===== src/rtl/md_issue_ctrl_pkg.sv =====
// Shared constants for the HI/LO multiply-divide path: op codes, tracker state
// encodings and default latencies.
package md_issue_ctrl_pkg;

  localparam logic [2:0] OP_MULT  = 3'd0;
  localparam logic [2:0] OP_MULTU = 3'd1;
  localparam logic [2:0] OP_DIV   = 3'd2;
  localparam logic [2:0] OP_DIVU  = 3'd3;

  localparam logic [1:0] MD_IDLE     = 2'd0;
  localparam logic [1:0] MD_MUL_WAIT = 2'd1;
  localparam logic [1:0] MD_DIV_WAIT = 2'd2;

  localparam int MUL_LAT_DEF = 6;
  localparam int DIV_LAT_DEF = 11;

  function automatic logic is_mul_op(input logic [2:0] op);
    return (op == OP_MULT) || (op == OP_MULTU);
  endfunction

  function automatic logic is_div_op(input logic [2:0] op);
    return (op == OP_DIV) || (op == OP_DIVU);
  endfunction

endpackage


===== src/rtl/md_issue_ctrl_lat_counter.sv =====
// Loadable down-counter with zero detect; holds at zero once it gets there.
module md_lat_counter #(
  parameter int CNT_W = 4
) (
  input  logic             clk,
  input  logic             reset,
  input  logic             load,
  input  logic [CNT_W-1:0] load_val,
  input  logic             dec,
  output logic [CNT_W-1:0] cnt,
  output logic             zero
);

  logic [CNT_W-1:0] cnt_q;
  logic [CNT_W-1:0] cnt_d;

  always_comb begin
    cnt_d = cnt_q;
    if (load) begin
      cnt_d = load_val;
    end else if (dec && (cnt_q != '0)) begin
      cnt_d = cnt_q - CNT_W'(1);
    end
  end

  always_ff @(posedge clk or negedge reset) begin
    if (!reset) begin
      cnt_q <= '0;
    end else begin
      cnt_q <= cnt_d;
    end
  end

  assign cnt  = cnt_q;
  assign zero = (cnt_q == '0);

endmodule


===== src/rtl/md_issue_ctrl.sv =====
// Issue gate and fixed-latency hazard tracker in front of the HI/LO
// multiply-divide unit; also cross-checks the unit's busy flag.
module md_issue_ctrl
  import md_issue_ctrl_pkg::*;
#(
  parameter int MUL_LAT = MUL_LAT_DEF,
  parameter int DIV_LAT = DIV_LAT_DEF,
  parameter int CNT_W   = 4
) (
  input  logic        clk,
  input  logic        reset,
  input  logic        e_md_start,
  input  logic        e_mthi,
  input  logic        e_mtlo,
  input  logic [2:0]  e_md_op,
  input  logic        flush,
  input  logic        d_md_use,
  input  logic        md_busy,
  output logic        md_start,
  output logic        md_mthi,
  output logic        md_mtlo,
  output logic [2:0]  md_op,
  output logic        stall_d,
  output logic        desync,
  output logic [31:0] stall_cnt,
  output logic [1:0]  dbg_state
);

  logic [1:0]       state_q, state_d;
  logic             started_q, started_d;
  logic             desync_q, desync_d;
  logic [31:0]      stall_cnt_q, stall_cnt_d;
  logic [CNT_W-1:0] cnt;
  logic             cnt_zero;
  logic [CNT_W-1:0] load_val;
  logic             idle, issue, mul_issue, div_issue;
  logic             busy_expected, mismatch;

  // Handshake: md_start/md_mthi/md_mtlo are single-cycle pulses taken by the
  // unit on the next rising edge; they are only ever raised while the tracker
  // is idle, and the unit raises busy one edge after accepting a start.
  assign idle      = (state_q == MD_IDLE);
  assign issue     = e_md_start & ~flush & idle;
  assign mul_issue = issue & is_mul_op(e_md_op);
  assign div_issue = issue & is_div_op(e_md_op);

  assign md_start  = issue;
  assign md_mthi   = e_mthi & ~flush & idle;
  assign md_mtlo   = e_mtlo & ~flush & idle;
  assign md_op     = e_md_op;
  assign stall_d   = d_md_use & (issue | ~idle);
  assign load_val  = mul_issue ? CNT_W'(MUL_LAT - 1) : CNT_W'(DIV_LAT - 1);

  md_lat_counter #(.CNT_W(CNT_W)) u_lat_counter (
    .clk      (clk),
    .reset    (reset),
    .load     (mul_issue | div_issue),
    .load_val (load_val),
    .dec      (~idle),
    .cnt      (cnt),
    .zero     (cnt_zero)
  );

  always_comb begin
    state_d = state_q;
    case (state_q)
      MD_IDLE: begin
        if (mul_issue)      state_d = MD_MUL_WAIT;
        else if (div_issue) state_d = MD_DIV_WAIT;
      end
      MD_MUL_WAIT, MD_DIV_WAIT: begin
        if ((cnt == CNT_W'(1)) || cnt_zero) state_d = MD_IDLE;
      end
      default: state_d = MD_IDLE;
    endcase
  end

  // Busy is only checked strictly inside the wait: the first wait cycle and
  // the final one are left alone so edge skew in the unit is tolerated.
  always_comb begin
    busy_expected = 1'b0;
    if (state_q == MD_MUL_WAIT) begin
      busy_expected = (cnt != CNT_W'(MUL_LAT - 1)) && (cnt >= CNT_W'(2));
    end else if (state_q == MD_DIV_WAIT) begin
      busy_expected = (cnt != CNT_W'(DIV_LAT - 1)) && (cnt >= CNT_W'(2));
    end
  end

  always_comb begin
    mismatch    = (busy_expected & ~md_busy)
                | (idle & ~started_q & md_busy)
                | (e_md_start & ~idle);
    started_d   = mul_issue | div_issue;
    desync_d    = desync_q | mismatch;
    stall_cnt_d = stall_cnt_q + 32'(stall_d);
  end

  always_ff @(posedge clk or negedge reset) begin
    if (!reset) begin
      state_q     <= MD_IDLE;
      started_q   <= 1'b0;
      desync_q    <= 1'b0;
      stall_cnt_q <= '0;
    end else begin
      state_q     <= state_d;
      started_q   <= started_d;
      desync_q    <= desync_d;
      stall_cnt_q <= stall_cnt_d;
    end
  end

  assign desync    = desync_q;
  assign stall_cnt = stall_cnt_q;
  assign dbg_state = state_q;

endmodule


===== config.mk =====
export PLATFORM = sky130hd
export DESIGN_NAME = md_issue_ctrl
export DESIGN_NICKNAME = d
export VERILOG_FILES = /design/src/rtl/md_issue_ctrl_pkg.sv /design/src/rtl/md_issue_ctrl_lat_counter.sv /design/src/rtl/md_issue_ctrl.sv
export SDC_FILE = /design/constraint.sdc
export NUM_CORES = 1
export LEC_CHECK = 0
export CORE_MARGIN = 3
export CORE_UTILIZATION = 27
export CTS_CLUSTER_DIAMETER = 50
export DETAILED_ROUTE_END_ITERATION = 10
export SLEW_MARGIN = 20
export SYNTH_ARGS = -nofsm -noshare
export SYNTH_HDL_FRONTEND = slang
export SYNTH_HIERARCHICAL = 1
export SYNTH_SLANG_ARGS = --single-unit

===== constraint.sdc =====
create_clock -name clk -period 3 [get_ports clk]
set_clock_uncertainty 0.2 [all_clocks]
set_input_delay 0.6 -clock clk [delete_from_list [all_inputs] [get_ports clk]]
set_output_delay 0.6 -clock clk [all_outputs]
set_load 0.05 [all_outputs]

Word level (Yosys, flattened, before mapping)
Index checks and enable logic that the tools add are counted.
{"block": "totals", "ram_bits": 0, "latchBits": 0, "register_bits": 40, "romBits": 0, "memories": 0, "input_bits": 11}
{"block": "op_classes", "n_shift": 0, "mul": 0, "order_cmp": 1, "div_mod_pow": 0, "n_reduce_logical": 13, "addsub": 2, "n_bitwise": 22, "n_eq_ne": 10, "n_mux": 9}
{"op": "$add 32x1->32", "n": 1}
{"op": "$and 1x1->1", "n": 13}
{"op": "$mux 4", "n": 3}
{"op": "$eq 3x2->1 const B", "n": 2}
{"op": "$mux 2", "n": 3}
{"op": "$or 1x1->1", "n": 5}
{"op": "$eq 4x1->1 const B", "n": 1}
{"op": "$ge 4x2->1 const B", "n": 1}
{"op": "$logic_not 4->1", "n": 1}
{"op": "$ne 4x3->1 const B", "n": 1}
{"op": "$ne 4x4->1 const B", "n": 1}
{"op": "$not 1->1", "n": 4}
{"op": "$pmux 2 s2", "n": 1}
{"op": "$reduce_bool 4->1", "n": 1}
{"op": "$sub 4x1->4 const B", "n": 1}
{"op": "$eq 3x1->1 const B", "n": 1}
{"op": "$logic_and 1x1->1", "n": 3}
{"op": "$logic_not 3->1", "n": 1}
{"op": "$logic_or 1x1->1", "n": 3}
{"op": "$ne 3x1->1 const B", "n": 1}
{"op": "$eq 2x1->1 const B", "n": 1}
{"op": "$eq 2x2->1 const B", "n": 1}
{"op": "$logic_not 2->1", "n": 1}
{"op": "$mux 1", "n": 2}
{"op": "4 further kinds", "n": 4}

Logic depth before layout (Yosys ltp)
Gate-level depths: netlist (run 1).
{"block": "depth", "word_depth": 8, "ltp_mapped": 9, "mapped_depth_nobuf": 9}

Modules after synthesis
Netlist (run 1), hierarchy kept.
{"module": "md_issue_ctrl", "n_inst": 1, "area_per_inst_um2": 1821.7, "cells_per_inst": 169}
{"module": "md_lat_counter", "n_inst": 1, "area_per_inst_um2": 270.3, "cells_per_inst": 27}

Least setup slack after synthesis (run 1)
OpenSTA, ideal clock, no wires.
{"block": "synth_timing", "path_kind": "register to register", "from": "register state_q[0] (netlist: dbg_state[0])", "to": "register stall_cnt_q[27] (netlist: stall_cnt[27])", "arrival_ps": 3746, "setup_slack_ps": -1086, "required_ps": 2660, "path_stages_with_launch": 10, "setup_ps": 140, "cell_sequence": "dfrtp_1 -> inv_1 -> ha_1 -> a21boi_0 -> ha_1 -> nand2_1 -> or2_0 -> buf_6 -> or4b_4 -> xnor2_2"}
{"block": "synth_via", "elab_chain_len": 5}
{"element": "start: declaration", "line_no": "md_issue_ctrl.sv:29", "text": "logic [1:0] state_q, state_d;"}
{"element": "start signal: assignment", "line_no": "md_issue_ctrl.sv:105", "text": "state_q <= state_d;"}
{"element": "$logic_not 2->1 (*)", "line_no": "md_issue_ctrl.sv:42", "text": "assign idle = (state_q == MD_IDLE);"}
{"element": "$and 1x1->1 / $not 1->1 (equally long branches)", "line_no": "md_issue_ctrl.sv:43, md_issue_ctrl.sv:51"}
{"element": "$or 1x1->1 (*)", "line_no": "md_issue_ctrl.sv:51", "text": "assign stall_d = d_md_use & (issue | ~idle);"}
{"element": "$and 1x1->1 (*)", "line_no": "md_issue_ctrl.sv:51"}
{"element": "named net stall_d", "line_no": "md_issue_ctrl.sv:23", "text": "output logic stall_d,"}
{"element": "$add 32x1->32 (*)", "line_no": "md_issue_ctrl.sv:95", "text": "stall_cnt_d = stall_cnt_q + 32'(stall_d);"}
{"element": "named net stall_cnt_d[27]", "line_no": "md_issue_ctrl.sv:32", "text": "logic [31:0] stall_cnt_q, stall_cnt_d;"}
{"element": "end signal: assignment", "line_no": "md_issue_ctrl.sv:108", "text": "stall_cnt_q <= stall_cnt_d;"}
{"element": "end: declaration", "line_no": "md_issue_ctrl.sv:32"}
The timed path passes the listed nets; every way through them passes the cells marked *.
A chain may end at the register's enable or synchronous reset.

Worst setup path after layout (run 1)
{"block": "layout_timing", "from": "input flush", "to": "register stall_cnt_q[20] (netlist: stall_cnt[20])"}
{"block": "layout_via", "elab_chain_len": 6}
{"element": "start: declaration", "line_no": "md_issue_ctrl.sv:16", "text": "input logic flush,"}
{"element": "$not 1->1", "line_no": "md_issue_ctrl.sv:43", "text": "assign issue = e_md_start & ~flush & idle;"}
{"element": "$and 1x1->1 (2 in a row)", "line_no": "md_issue_ctrl.sv:43"}
{"element": "$or 1x1->1", "line_no": "md_issue_ctrl.sv:51"}
{"element": "$and 1x1->1", "line_no": "md_issue_ctrl.sv:51"}
{"element": "$add 32x1->32", "line_no": "md_issue_ctrl.sv:95"}
{"element": "named net stall_cnt_d[20]", "line_no": "md_issue_ctrl.sv:32"}
The timed path passes the listed nets, and every way through them passes these cells.

==> results of run 1 <==
[state kept, by name, indices dropped and copies added (netlist names)]
register / cells
started_q: 1
u_lat_counter/cnt: 4
desync: 1
stall_cnt: 32
dbg_state: 2
[placed cells by master, fill, tap and decap left out, types with 3 or more instances in the layout]
cell / instances
a21oi_1: 3
and2_1: 6
and3_1: 4
buf_12: 4
buf_4: 7
clkbuf_8: 6
clkdlybuf4s50_1: 43
dfrtp_1: 38
ha_1: 4
inv_1: 11
nand2_1: 20
nand3_1: 7
nand4_1: 9
nor2_1: 3
nor3_1: 7
nor4_1: 8
or4_1: 3
xnor2_1: 17
xor2_1: 12
[per-layer routing]
layer / up-vias / GRT usage [%] / wire, um
met2: 58 / 16.97 / 2015
met4: 0 / 3.610 / 59
met5: - / 0 / 0
met1: 793 / 15.97 / 2284
li1: 813 / - / -
met3: 7 / 3.766 / 380
[power by group]
part / internal, mW / total (mW) / switching, mW
registers: 0.615 / 0.734 / 0.120
logic: 0.293 / 0.696 / 0.403
clock network: 0.186 / 0.384 / 0.198
total: 1.09 / 1.81 / 0.721
[synthesized netlist by cell type, types with 2 or more instances]
library cell   n
nand2_1       20
and3_1         4
buf_6          2
xnor2_1       17
dfrtp_1       40
nand3b_1       2
and4_1         2
nor3b_1        2
buf_4          3
nor4_1         8
or4_1          3
xor2_1        12
ha_1           6
nor3_1         7
a21oi_1        3
nand4_1        9
and2_1         6
nand3_1        7
nor2_1         3
inv_1         11
o21ai_0        2
nand3_2        2
[kinds of logic after synthesis]
group	synth area share, %
buffers and inverters	4.127
AND/OR/NAND/NOR	26.50
AO/OA/AOI/OAI	5.024
adder cells (fa/ha/maj)	3.588
flip-flops	47.85
XOR/XNOR	12.92
[path summary, 6_finish.rpt]
kind,end,from,slack (ns)
worst max register to register,stall_cnt[20],dbg_state[0],0.50
worst min-delay path,stall_cnt[14],reset,0.22
min in group clk,stall_cnt[15],stall_cnt[15],0.30
worst min register to register,stall_cnt[15],stall_cnt[15],0.30
worst max-delay path,stall_cnt[20],flush,0.31
max in group asynchronous,dbg_state[1],reset,1.76
[critical path, cell delays in order]
cell	delay, ns
clkdlybuf4s50_1	0.41
nand2b_1	0.18
a21boi_4	0.19
ha_2	0.23
ha_1	0.18
nand4_1	0.19
or4_1	0.53
xnor2_1	0.14
[per-stage QoR]
stage	hold slack (ns)	total power, mW	utilization, %	std cells
floorplan	0.1044	1.198	-	196
global placement	0.2769	1.429	37.42	345
detailed placement	0.2916	1.447	37.42	345
CTS	0.2644	1.838	38.74	353
global route	0.3132	1.932	38.74	353
finish	0.2249	1.814	38.74	353
[area by class of cell]
type	instances	area [sq um]	share of cell area, %
clock buffer	6	82.58	2.892
clock inverter	2	15.01	0.5259
inverter	11	41.29	1.446
multi-input combinational	140	1021	35.76
sequential	40	1003	35.14
tap	99	123.9	4.338
timing repair buffer	55	568.0	19.89
==> summary.txt, run 1 <==
Outcome
  – Outcome: complete, no violations

Global route
  – Tot GR Track Use: a little under an eighth
  – Vias in the first global route: 1,668
  – Grt total ovfl: 0
  – Initial antenna violation count: 0
  – Largest net degree at the start of global routing: 41
  – First-pass GRT wire length: 8017 um

Cells and area
  – ANT cells: 0
  – Fin nets: 270
  – Layout cell share with drive strength beyond 1: between 10 and 15%
  – Fill cell count: 758
  – Area Growth Syn to Fin: 36.48%
  – Finished layout cell area: 2855 sq um

Logic synthesis
  – Net Count, Synth: approximately 210
  – Asr flop ratio synth: 100.0%
  – Post-synth cell types: 47
  – Post-Syn Area: 2092 sq um
  – Share of the synthesized area in the top cell type: 47.85%
  – Synth Flop Type: dfrtp_1
  – Sequential area share after synthesis: 47.85%
  – Warnings, synthesis: 6
  – Dominant cell type by area after synthesis: dfrtp_1
  – Post-synth EDFFs: 0
  – Syn Inst Count: 196
  – Mean post-synth cell area: between 10 and 15 sq um
  – Synthesized flop and latch total: 40
  – Area contributors post-synth: dfrtp_1, xnor2_1, xor2_1, ha_1, nand2_1

Timing
  – Post-route setup slack: roughly 0.31 ns
  – Final critical-path required period: around 2.7 ns
  – Final Hold Fails: 0
  – Final critical-path share of the clock period: 89.52%
  – Aggregate negative setup slack: 0 ns
  – Worst slew pin tran: 0.8923 ns
  – Worst slew margin: just over 40%
  – Fin. max-slew vios: 0
  – Setup-failing EPs final: 0
  – Fmax: 372.4 MHz
  – RSZ-0062 raised after global routing: false

Route
  – # DRC: 0
  – Total number of vias: 1,671
  – Initial DRC count: between 40 and 50
  – DR vias/cell: 4.734
  – Antenna-violating nets left: 0
  – Pre-Repair DR Iteration Count: 4
  – Post-Route WL: 4739 um
  – Routed length per instance: 13.42 um

Power and ir drop
  – Pleak: 1.206 nW
  – VDD IR max: 0.6422 mV
  – PwrDens: 635.5 nW/um^2

Floorplanning
  – Die width: 94.03 um
  – Core footprint: 7370 sq um
  – Die height: 94.03 um
  – Initial Utilization: 28.39%
  – FP Rows: 31
  – Die ar.: around 9000 sq um
  – I/O pins: 53

Critical path
  – Worst reg2reg path depth: 8
  – CP Class: in -> reg
  – Max FO, Critical Path: 4
  – Critical Path RT: about 3.0 ns
  – CP startpoint kind: primary input
  – Arrival time worst endpoint: ~2.7 ns
  – CP endpoint kind: flip-flop

Clock network
  – Sink Count: 40
  – Post-CTS Hold Buffers: 0
  – Total CTS buffers: 5
  – H-tree Lvls: 2
  – CTS root buffer: clkbuf_8
  – Post-cts repair resize count: 0
  – CTS tree: yes
  – Postcts setup bufs: 0
  – Clock Tree Buf Depth: 2
  – Clock-pin slew on the worst setup and hold paths: about 0.080 ns
  – Worst-Skew Late Latency: between 0.2 and 0.3 ns

Place
  – GPL Wtd Cong: between 0.7 and 0.8
  – IO Port Bufs: 50
  – Post-DP Area: between 2000 and 3000 sq um
  – HPWL Detailed: 3583 um
  – Worst slack at placement: 0.01740 ns

Hold path
  – Hold Crit Class: in -> async

Job
  – Max cap viols: 0
No activity file was read; power rests on OpenSTA's default activity.
==> run 2: changes to the inputs <==
- CTS_CLUSTER_DIAMETER: 50 -> 40
- PLACE_DENSITY: unset -> 0.58
==> run 2 against run 1 <==
Compared with the run above: clock power decreased by 4%; sequential share of layout area increased by 0.093 points; total power decreased by 1.0%; critical path depth unchanged; sequential cell count unchanged; count of clock-buffer cells in the layout increased by 2; core utilization decreased by 0.10 points; fmax increased by 0.79%; global-route usage increased by 0.49 points; hold slack improved by 0.0078 ns; final area decreased by 0.26%; first-iteration DRC count increased by 13%; critical path type unchanged; largest power group unchanged.
==> summary.txt, run 2 (same netlist as run 1, synthesis figures left out) <==
Clock network
  – H-tree Lvls: 2
  – Clock Tree Buf Depth: 2
  – Sink Count: 40
  – Worst-Skew Late Latency: 0.29 ns
  – CTS root buffer: clkbuf_8
  – Total CTS buffers: 5
  – Post-cts repair resize count: 0
  – CTS tree: yes
  – Postcts setup bufs: 0
  – Post-CTS Hold Buffers: 0
  – Clock-pin slew on the worst setup and hold paths: approximately 0.08 ns

Floorplanning
  – Core footprint: 7370 sq um
  – Die ar.: 8841 sq um
  – Initial Utilization: 28.39%
  – I/O pins: 53
  – FP Rows: 31
  – Die width: 94.03 um
  – Die height: around 94 um

Outcome
  – Outcome: complete, no violations

Critical path
  – R2r endpoint: stall_cnt[31]
  – R2r setup slk: about 0.50 ns
  – Buf+Inv Stages, Crit Path: 1
  – Reg-to-Reg Start: dbg_state[0]
  – CP Class: in -> reg
  – Arrival time worst endpoint: 2.68 ns
  – Crit-path max cell delay: 0.55 ns
  – CP startpoint kind: primary input
  – Worst reg2reg path depth: 8
  – Critical Path RT: 3.02 ns
  – CP endpoint kind: flip-flop
  – Crit-path leading delay family: simple AND/OR/NAND/NOR gates
  – Cells along the critical path: clkdlybuf4s50_1, nand2b_1, a21boi_4, ha_2, nand2_1, or4_1, nor4_2, xor2_1
  – Max FO, Critical Path: 3
  – CP max-delay cell: or4_1

Route
  – Routed length per instance: 13.25 um
  – Total number of vias: 1,647
  – DR vias/cell: 4.666
  – Initial DRC count: 51
  – Pre-Repair DR Iteration Count: 4
  – # DRC: 0
  – Antenna-violating nets left: 0
  – Post-Route WL: 4678 um

Power and ir drop
  – VDD IR max: 0.6345 mV
  – PwrDens: 630.5 nW/um^2
  – Tot Pwr: between 1.5 and 2 mW
  – Pleak: 1.208 nW

Timing
  – Final Hold Fails: 0
  – RSZ-0062 raised after global routing: false
  – Fmax: 375.3 MHz
  – Post-route setup slack: 0.3354 ns
  – Worst slew margin: 40.04%
  – Fin. max-slew vios: 0
  – Setup-failing EPs final: 0
  – Worst slew pin tran: ~0.90 ns
  – Final critical-path share of the clock period: 88.82%
  – Aggregate negative setup slack: 0 ns
  – Final critical-path required period: ~2.7 ns

Place
  – Cells after DPL: around 350
  – IO Port Bufs: 50
  – HPWL Detailed: 3471 um
  – Worst slack at placement: 0.03215 ns
  – Post-DP Area: around 2800 sq um
  – GPL Wtd Cong: 0.7825

Hold path
  – Hold Crit Class: in -> async

Cells and area
  – Layout Cells excl Fill: 353
  – Area Growth Syn to Fin: 36.12%
  – Most common cell after layout, fill and taps aside: clkdlybuf4s50_1
  – Most frequent cells in the layout: clkdlybuf4s50_1, dfrtp_1, nand2_1, xnor2_1, xor2_1
  – Layout cell share with drive strength beyond 1: 12.99%
  – Fin nets: 270
  – Finished layout cell area: 2848 sq um
  – Max reg flops: 32
  – ANT cells: 0

Global route
  – Grt total ovfl: 0
  – Vias in the first global route: 1,721
  – Tot GR Track Use: 12.02%
  – First-pass GRT wire length: 8355 um
  – Largest net degree at the start of global routing: 41
  – Initial antenna violation count: 0

Job
  – Max cap viols: 0
## run 2: cell count changes in the layout (fill, tap and decap cells not counted)
cell	before	now
clkbuf_1	0	2
clkinvlp_4	2	0
## run 2: worst max path at each step
stage                 startpoint             to  slack, ns  cells past startpoint
floorplan           dbg_state[0]  stall_cnt[27]       0.04                      9
global placement           flush  stall_cnt[27]       0.07                      8
detailed placement         flush  stall_cnt[27]       0.03                      8
CTS                        flush  stall_cnt[31]       0.34                      8
global route               flush  stall_cnt[11]       0.20                      9
finish                     flush  stall_cnt[31]       0.34                      8
## run 2: power breakdown
group          internal (mW)  leakage [nW]  switching, mW  total (mW)
clock network          0.188        0.0455          0.183       0.370
registers              0.615         0.518          0.114       0.729
logic                  0.294         0.645          0.402       0.696
total                   1.10          1.21          0.699        1.80
## run 2: cell type report
| class | count | area [sq um] |
|---|---|---|
| inverter | 11 | 41.29 |
| tap | 99 | 123.9 |
| fill | 730 | 4522 |
| sequential | 40 | 1003 |
| multi-input combinational | 140 | 1021 |
| clock buffer | 8 | 90.09 |
| timing repair buffer | 55 | 568.0 |
## run 2: per-layer routing
metal / track usage (%) / wire length (um)
met5: 0 / 0
met4: 5.054 / 82
met3: 3.526 / 349
met2: 17.03 / 1905
met1: 16.91 / 2341
## run 2: stage by stage
| stage | hold WS [ns] | utilization (%) |
|---|---|---|
| 4_1_cts | 0.2690 | 38.64 |
| 6_report | 0.2327 | 38.64 |
| 5_1_grt | 0.3011 | 38.64 |
| 2_1_floorplan | 0.1044 | - |
| 3_3_place_gp | 0.2635 | 37.42 |
| 3_5_place_dp | 0.2615 | 37.42 |
## run 2: worst reg2reg max path, delay by kind of cell (launching register included)
kind	cells	cell delay, ns
adder cells (fa/ha/maj)	2	0.46
buffers and inverters	1	0.07
AO/OA/AOI/OAI	1	0.21
AND/OR/NAND/NOR	3	0.92
flip-flops	1	0.40
XOR/XNOR	1	0.17
